===== src/rtl/serial_sub_n_pkg.sv =====
// Purpose : shared types and the full-subtractor equations for the serial subtractor.
// Latency : n/a (types and a combinational helper only).
// Backpr. : n/a.
package sub_pkg;

    typedef enum logic [1:0] {
        IDLE = 2'd0,
        RUN  = 2'd1,
        DONE = 2'd2
    } state_t;

    // Single-bit full subtractor: returns {bout, d} for a - b - bin.
    function automatic logic [1:0] full_sub(input logic a, input logic b, input logic bin);
        logic d;
        logic bout;
        d    = a ^ b ^ bin;
        bout = (~a & b) | (bin & ~(a ^ b));
        return {bout, d};
    endfunction

endpackage


===== src/rtl/serial_sub_n_full_sub_cell.sv =====
// Purpose : combinational one-bit full subtractor cell.
// Latency : 0 cycles (purely combinational).
// Backpr. : none; output follows inputs.
// Ports   : i_a, i_b, i_bin -> o_d (difference bit), o_bout (borrow out).
module full_sub_cell
    import sub_pkg::*;
(
    input  logic i_a,
    input  logic i_b,
    input  logic i_bin,
    output logic o_d,
    output logic o_bout
);

    logic [1:0] w_res;

    assign w_res  = full_sub(i_a, i_b, i_bin);
    assign o_d    = w_res[0];
    assign o_bout = w_res[1];

endmodule


===== src/rtl/serial_sub_n.sv =====
// Purpose : bit-serial WIDTH-bit subtractor Y = A - B - borrow_in, LSB first, one bit per clock.
// Latency : start accepted at edge k -> done high in the cycle after edge k+WIDTH; each en=0 cycle adds one.
// Backpr. : en=0 freezes every register (including busy/done); start ignored outside IDLE, no queueing.
// Ports   : clk, rst (async active-high), en, start, A, B, borrow_in in;
//           busy, done (one enabled-cycle pulse), Y, borrow_out, overflow out.
module serial_sub_n
    import sub_pkg::*;
#(
    parameter int WIDTH = 8
) (
    input  logic             clk,
    input  logic             rst,
    input  logic             en,
    input  logic             start,
    input  logic [WIDTH-1:0] A,
    input  logic [WIDTH-1:0] B,
    input  logic             borrow_in,
    output logic             busy,
    output logic             done,
    output logic [WIDTH-1:0] Y,
    output logic             borrow_out,
    output logic             overflow
);

    localparam int CW = (WIDTH > 1) ? $clog2(WIDTH) : 1;

    state_t           r_state;
    logic [CW-1:0]    r_cnt;
    logic [WIDTH-1:0] r_a_sh;
    logic [WIDTH-1:0] r_b_sh;
    logic [WIDTH-1:0] r_res;
    logic             r_borrow;
    logic             r_a_msb;
    logic             r_b_msb;
    logic [WIDTH-1:0] r_y;
    logic             r_borrow_out;
    logic             r_overflow;
    logic             r_busy;
    logic             r_done;

    logic             w_d;
    logic             w_bout;
    logic [WIDTH-1:0] w_res_next;
    logic             w_last;

    full_sub_cell u_cell (
        .i_a    (r_a_sh[0]),
        .i_b    (r_b_sh[0]),
        .i_bin  (r_borrow),
        .o_d    (w_d),
        .o_bout (w_bout)
    );

    // New difference bit enters at the MSB; after WIDTH steps bit 0 sits at the LSB.
    assign w_res_next = {w_d, {(WIDTH-1){1'b0}}} | (r_res >> 1);
    assign w_last     = (r_cnt == CW'(WIDTH - 1));

    always_ff @(posedge clk or posedge rst) begin
        if (rst) begin
            r_state      <= IDLE;
            r_cnt        <= '0;
            r_a_sh       <= '0;
            r_b_sh       <= '0;
            r_res        <= '0;
            r_borrow     <= 1'b0;
            r_a_msb      <= 1'b0;
            r_b_msb      <= 1'b0;
            r_y          <= '0;
            r_borrow_out <= 1'b0;
            r_overflow   <= 1'b0;
            r_busy       <= 1'b0;
            r_done       <= 1'b0;
        end else if (en) begin
            case (r_state)
                IDLE: begin
                    if (start) begin
                        r_a_sh   <= A;
                        r_b_sh   <= B;
                        r_borrow <= borrow_in;
                        r_a_msb  <= A[WIDTH-1];
                        r_b_msb  <= B[WIDTH-1];
                        r_res    <= '0;
                        r_cnt    <= '0;
                        r_busy   <= 1'b1;
                        r_state  <= RUN;
                    end
                end
                RUN: begin
                    r_a_sh   <= r_a_sh >> 1;
                    r_b_sh   <= r_b_sh >> 1;
                    r_res    <= w_res_next;
                    r_borrow <= w_bout;
                    if (w_last) begin
                        // MSB step: w_d is the sign bit of the result.
                        r_y          <= w_res_next;
                        r_borrow_out <= w_bout;
                        r_overflow   <= (r_a_msb != r_b_msb) & (w_d != r_a_msb);
                        r_busy       <= 1'b0;
                        r_done       <= 1'b1;
                        r_state      <= DONE;
                    end else begin
                        r_cnt <= r_cnt + CW'(1);
                    end
                end
                DONE: begin
                    r_done  <= 1'b0;
                    r_state <= IDLE;
                end
                default: begin
                    r_busy  <= 1'b0;
                    r_done  <= 1'b0;
                    r_state <= IDLE;
                end
            endcase
        end
    end

    assign busy       = r_busy;
    assign done       = r_done;
    assign Y          = r_y;
    assign borrow_out = r_borrow_out;
    assign overflow   = r_overflow;

endmodule


===== config.mk =====
export PLATFORM = sky130hd
export DESIGN_NAME = serial_sub_n
export DESIGN_NICKNAME = d
export VERILOG_FILES = /design/src/rtl/serial_sub_n_pkg.sv /design/src/rtl/serial_sub_n_full_sub_cell.sv /design/src/rtl/serial_sub_n.sv
export SDC_FILE = /design/constraint.sdc
export NUM_CORES = 1
export LEC_CHECK = 0
export CAP_MARGIN = 20
export CELL_PAD_IN_SITES_DETAIL_PLACEMENT = 2
export CELL_PAD_IN_SITES_GLOBAL_PLACEMENT = 2
export CORE_AREA = 2 2 87 81
export CTS_BUF_LIST = sky130_fd_sc_hd__clkbuf_4 sky130_fd_sc_hd__clkbuf_8 sky130_fd_sc_hd__clkbuf_16
export CTS_CLUSTER_SIZE = 16
export DETAILED_ROUTE_END_ITERATION = 7
export DIE_AREA = 0 0 89 83
export PLACE_DENSITY_LB_ADDON = 0.1
export SYNTH_ARGS = -nofsm -noshare
export SYNTH_HDL_FRONTEND = slang
export SYNTH_SLANG_ARGS = --single-unit

===== constraint.sdc =====
create_clock -name clk -period 1.65 [get_ports clk]
set_input_delay 0.495 -clock clk [delete_from_list [all_inputs] [get_ports clk]]
set_output_delay 0.495 -clock clk [all_outputs]
set_load 0.03 [all_outputs]

==> metrics.txt <==
# TYPE chip_impl_metric gauge
chip_impl_info{name="cts_tree",value="done"} 1
chip_impl_metric{name="p_sw",unit="mW"} 1.62
chip_impl_metric{name="cellInternalPower",unit="mW"} 2.64
chip_impl_metric{name="synth.net_count",unit=""} 187
chip_impl_metric{name="route.detailed.drc",unit=""} 0
chip_impl_metric{name="drive_gt1_share",unit="%"} 19.8
chip_impl_metric{name="largest_net_degree_at_the_start_of_global_routing",unit=""} 44
chip_impl_metric{name="post-place-ws",unit="ps"} -430
chip_impl_metric{name="ys_warns",unit=""} 0
chip_impl_metric{name="dr_vias",unit=""} 1417
chip_impl_metric{name="num_rows",unit=""} 28
chip_impl_metric{name="proportion_of_total_power_due_to_net_switching",unit="%"} 38.0
chip_impl_info{name="grt_setup_unrepaired",value="false"} 1
chip_impl_metric{name="count_of_pins_over_their_slew_limit",unit=""} 0
chip_impl_info{name="final_common_cell",value="sky130_fd_sc_hd__dfrtp_1"} 1
chip_impl_metric{name="timing.final.crit_share",unit="%"} 95.7
chip_impl_metric{name="post_dp_cell_area",unit="sq um"} 2440
chip_impl_metric{name="detail_route.first_pass.iterations",unit=""} 3
chip_impl_info{name="cts_root_buf",value="sky130_fd_sc_hd__clkbuf_8"} 1
chip_impl_metric{name="place.detailed.hpwl",unit="um"} 3450
chip_impl_info{name="cp-end-kind",value="output pin"} 1
chip_impl_metric{name="finish.net_count",unit=""} 230
chip_impl_metric{name="max_stage_delay",unit="ps"} 410
chip_impl_metric{name="timing.slew.headroom",unit="%"} 73.7
chip_impl_metric{name="final_hold_violation_count",unit=""} 0
chip_impl_metric{name="comb_power_share",unit="%"} 42.0
chip_impl_metric{name="total_overflow_reported_by_the_global_router",unit=""} 0
chip_impl_metric{name="clock_tree.htree_level_count",unit=""} 2
chip_impl_metric{name="cp_num_buf_inv",unit=""} 1
chip_impl_metric{name="first_pass_grt_wire_length",unit="um"} 8290
chip_impl_info{name="critical_path_slowest_stage_cell",value="sky130_fd_sc_hd__dlygate4sd2_1"} 1
chip_impl_metric{name="route.final.wire_length",unit="um"} 4850
chip_impl_metric{name="final_routed_wire_length_divided_by_cell_count",unit="um"} 16.3
chip_impl_metric{name="cp.arrival",unit="ps"} 1080
chip_impl_metric{name="grt_pass1_vias",unit=""} 1618
chip_impl_metric{name="vdd_drop_max",unit="V"} 0.000590
chip_impl_metric{name="place.port_buffers",unit=""} 32
chip_impl_metric{name="power_consumption",unit="mW"} 4.26
chip_impl_metric{name="timing.reg2reg.setup_slack",unit="ps"} 80
chip_impl_metric{name="ios",unit=""} 33
chip_impl_metric{name="core-area",unit="sq um"} 6450
chip_impl_metric{name="placedCellCount",unit=""} 287
chip_impl_metric{name="setup_tns",unit="ps"} 0
chip_impl_metric{name="finalCriticalPeriod",unit="ps"} 1580
chip_impl_metric{name="layout.cells.non_filler",unit=""} 297
chip_impl_info{name="cp-start-kind",value="flip-flop"} 1
chip_impl_metric{name="hold_ws",unit="ps"} 506
chip_impl_metric{name="drt-vias-per-instance",unit=""} 4.77
chip_impl_metric{name="die_x",unit="um"} 89
chip_impl_info{name="status",value="finished clean"} 1
chip_impl_info{name="mostFrequentLayoutCells",value="sky130_fd_sc_hd__dfrtp_1, sky130_fd_sc_hd__o21ai_0, sky130_fd_sc_hd__clkdlybuf4s50_1"} 1
chip_impl_metric{name="cts.reportedPaths.clkPinSlew",unit="ps"} 80
chip_impl_metric{name="design.die.area",unit="sq um"} 7390
chip_impl_metric{name="synth.avg_cell_area",unit="sq um"} 12.0
chip_impl_metric{name="place.gp.congestion",unit=""} 0.760
chip_impl_metric{name="netlist_area",unit="sq um"} 1950
chip_impl_metric{name="synthesis.instances",unit=""} 163
chip_impl_metric{name="clock_sink_count",unit=""} 43
chip_impl_metric{name="finalSetupViolations",unit=""} 0
chip_impl_metric{name="synthToLayoutAreaGrowth",unit="%"} 32.5
chip_impl_metric{name="clk-insertion-delay-late",unit="ps"} 300
chip_impl_info{name="min-delay-path-class",value="flip-flop to flip-flop"} 1
chip_impl_metric{name="maxcap_viol_count",unit=""} 0
chip_impl_metric{name="finalCoreUtilization",unit="%"} 40.2
chip_impl_metric{name="floorplan.die.height",unit="um"} 83
chip_impl_metric{name="final_ant_viol_nets",unit=""} 0
chip_impl_metric{name="power.static_leakage",unit="nW"} 1.21
chip_impl_metric{name="synth_sequential_area_ratio",unit="%"} 55.1
chip_impl_metric{name="number_of_buffers_between_clock_root_and_the_deepest_sink",unit=""} 2
chip_impl_metric{name="layout.cell_area.non_filler",unit="sq um"} 2590
chip_impl_metric{name="initial_utilization",unit="%"} 30.3
chip_impl_metric{name="fin_skew",unit="ps"} 6.70
chip_impl_metric{name="antenna-diode-count",unit=""} 0
chip_impl_metric{name="power.density",unit="nW/um^2"} 1650
chip_impl_metric{name="fmax",unit="MHz"} 633
chip_impl_metric{name="groute.usage.overall",unit="%"} 14.5
chip_impl_metric{name="p_seq_share",unit="%"} 41.8
chip_impl_metric{name="tritoncts.num_buffers",unit=""} 5
chip_impl_info{name="crit_path_cell_chain",value="dlygate4sd2_1"} 1
chip_impl_metric{name="actual_transition_at_the_worst_max_transition_pin",unit="ps"} 394
chip_impl_metric{name="worst_ep_required_time",unit="ps"} 1150
chip_impl_info{name="worst_path_dominant_cell_family",value="buffers and inverters"} 1
chip_impl_metric{name="cts_hold_buffers",unit=""} 0
chip_impl_metric{name="grt_antenna_before_repair",unit=""} 0
chip_impl_metric{name="timing.critical_path.fanout_max",unit=""} 2
chip_impl_metric{name="pwr-share-clk",unit="%"} 16.2
chip_impl_metric{name="fill_cells",unit=""} 710
chip_impl_metric{name="drtIter0Drc",unit=""} 36
chip_impl_info{name="timing_worst_setup_path_type",value="flip-flop to output pin"} 1
chip_impl_metric{name="ys_ff_latch",unit=""} 43
chip_impl_metric{name="postLayoutSetupSlackWorst",unit="ps"} 70.2
chip_impl_metric{name="netlist-cell-type-count",unit=""} 30
[logic make-up after synthesis]
| family | after synthesis | synth area share (%) |
|---|---|---|
| AOI/OAI and AO/OA | 54 | 15.7 |
| buffers and inverters | 16 | 5.06 |
| adders and majority gates | 3 | 2.30 |
| and+or+nand+nor | 22 | 7.36 |
| muxes | 25 | 14.5 |
| DFF | 43 | 55.1 |
[cells in the mapped netlist (all sizes together)]
master	instances	area share, %
a21o	1	0.38
a21oi	5	1.5
a22o	7	3.1
a31oi	1	0.32
and2b	1	0.38
and3	3	0.96
and3b	1	0.45
and4bb	1	0.64
buf	6	3.0
clkbuf	4	0.90
dfrtp	43	55
fa	1	1.0
ha	2	1.3
inv	6	1.2
mux2	11	7.3
mux2i	14	7.2
nand2	7	1.3
nand2b	4	1.3
nand4b	1	1.2
nor2	3	0.70
nor3b	1	0.38
o21ai	40	10
[power groups by stage]
stage / clock network [mW] / logic, mW / registers, mW
after floorplan: 0 / 1.02 / 1.91
after global placement: 0 / 1.73 / 1.76
after detailed placement: 0 / 1.81 / 1.81
after CTS: 0.726 / 1.80 / 1.79
after global routing: 0.764 / 1.99 / 1.85
final: 0.692 / 1.79 / 1.78
[metal layers]
| metal | up-vias | track usage, % | wire length [um] |
|---|---|---|---|
| li1 | 665 | - | - |
| met5 | - | 0 | 0 |
| met3 | 7 | 3.08 | 152 |
| met4 | 0 | 4.07 | 59 |
| met2 | 22 | 23.1 | 2310 |
| met1 | 723 | 19.8 | 2330 |
[area by class of cell]
| type | count | area (sq um) | area share, % |
|---|---|---|---|
| repair buffers | 46 | 463 | 17.9 |
| inverters | 6 | 22.5 | 0.870 |
| clock buffers | 5 | 68.8 | 2.66 |
| flip-flops and latches | 43 | 1080 | 41.6 |
| clock inverters | 3 | 20.0 | 0.773 |
| well taps | 90 | 113 | 4.35 |
| multi-input cells | 104 | 826 | 31.9 |
[sequential cells by signal, summed over array words and instances (netlist names)]
| name | cells |
|---|---|
| Y | 8 |
| borrow_out | 1 |
| r_b_sh | 8 |
| r_b_msb | 1 |
| r_state | 2 |
| busy | 1 |
| r_a_msb | 1 |
| overflow | 1 |
| r_a_sh | 8 |
| done | 1 |
| r_res | 7 |
| r_cnt | 3 |
| r_borrow | 1 |
[path summary, 6_finish.rpt]
kind                            start          to  depth (start not counted)
setup / recovery             overflow    overflow                          1
hold / removal             borrow_out  borrow_out                          2
setup reg to reg             r_cnt[0]        Y[0]                          6
hold reg to reg            borrow_out  borrow_out                          2
max in group asynchronous         rst    r_cnt[2]                          3
min in group asynchronous         rst   r_a_sh[2]                          3
[what timing repair did]
action	4_1_cts	5_1_grt
pin swaps	1	1
endpoints found under the setup margin	44	8
cloned	0	0
buffers inserted	2	0
resized for setup	19	5
Note: power is estimated with default switching activity, not from simulation.
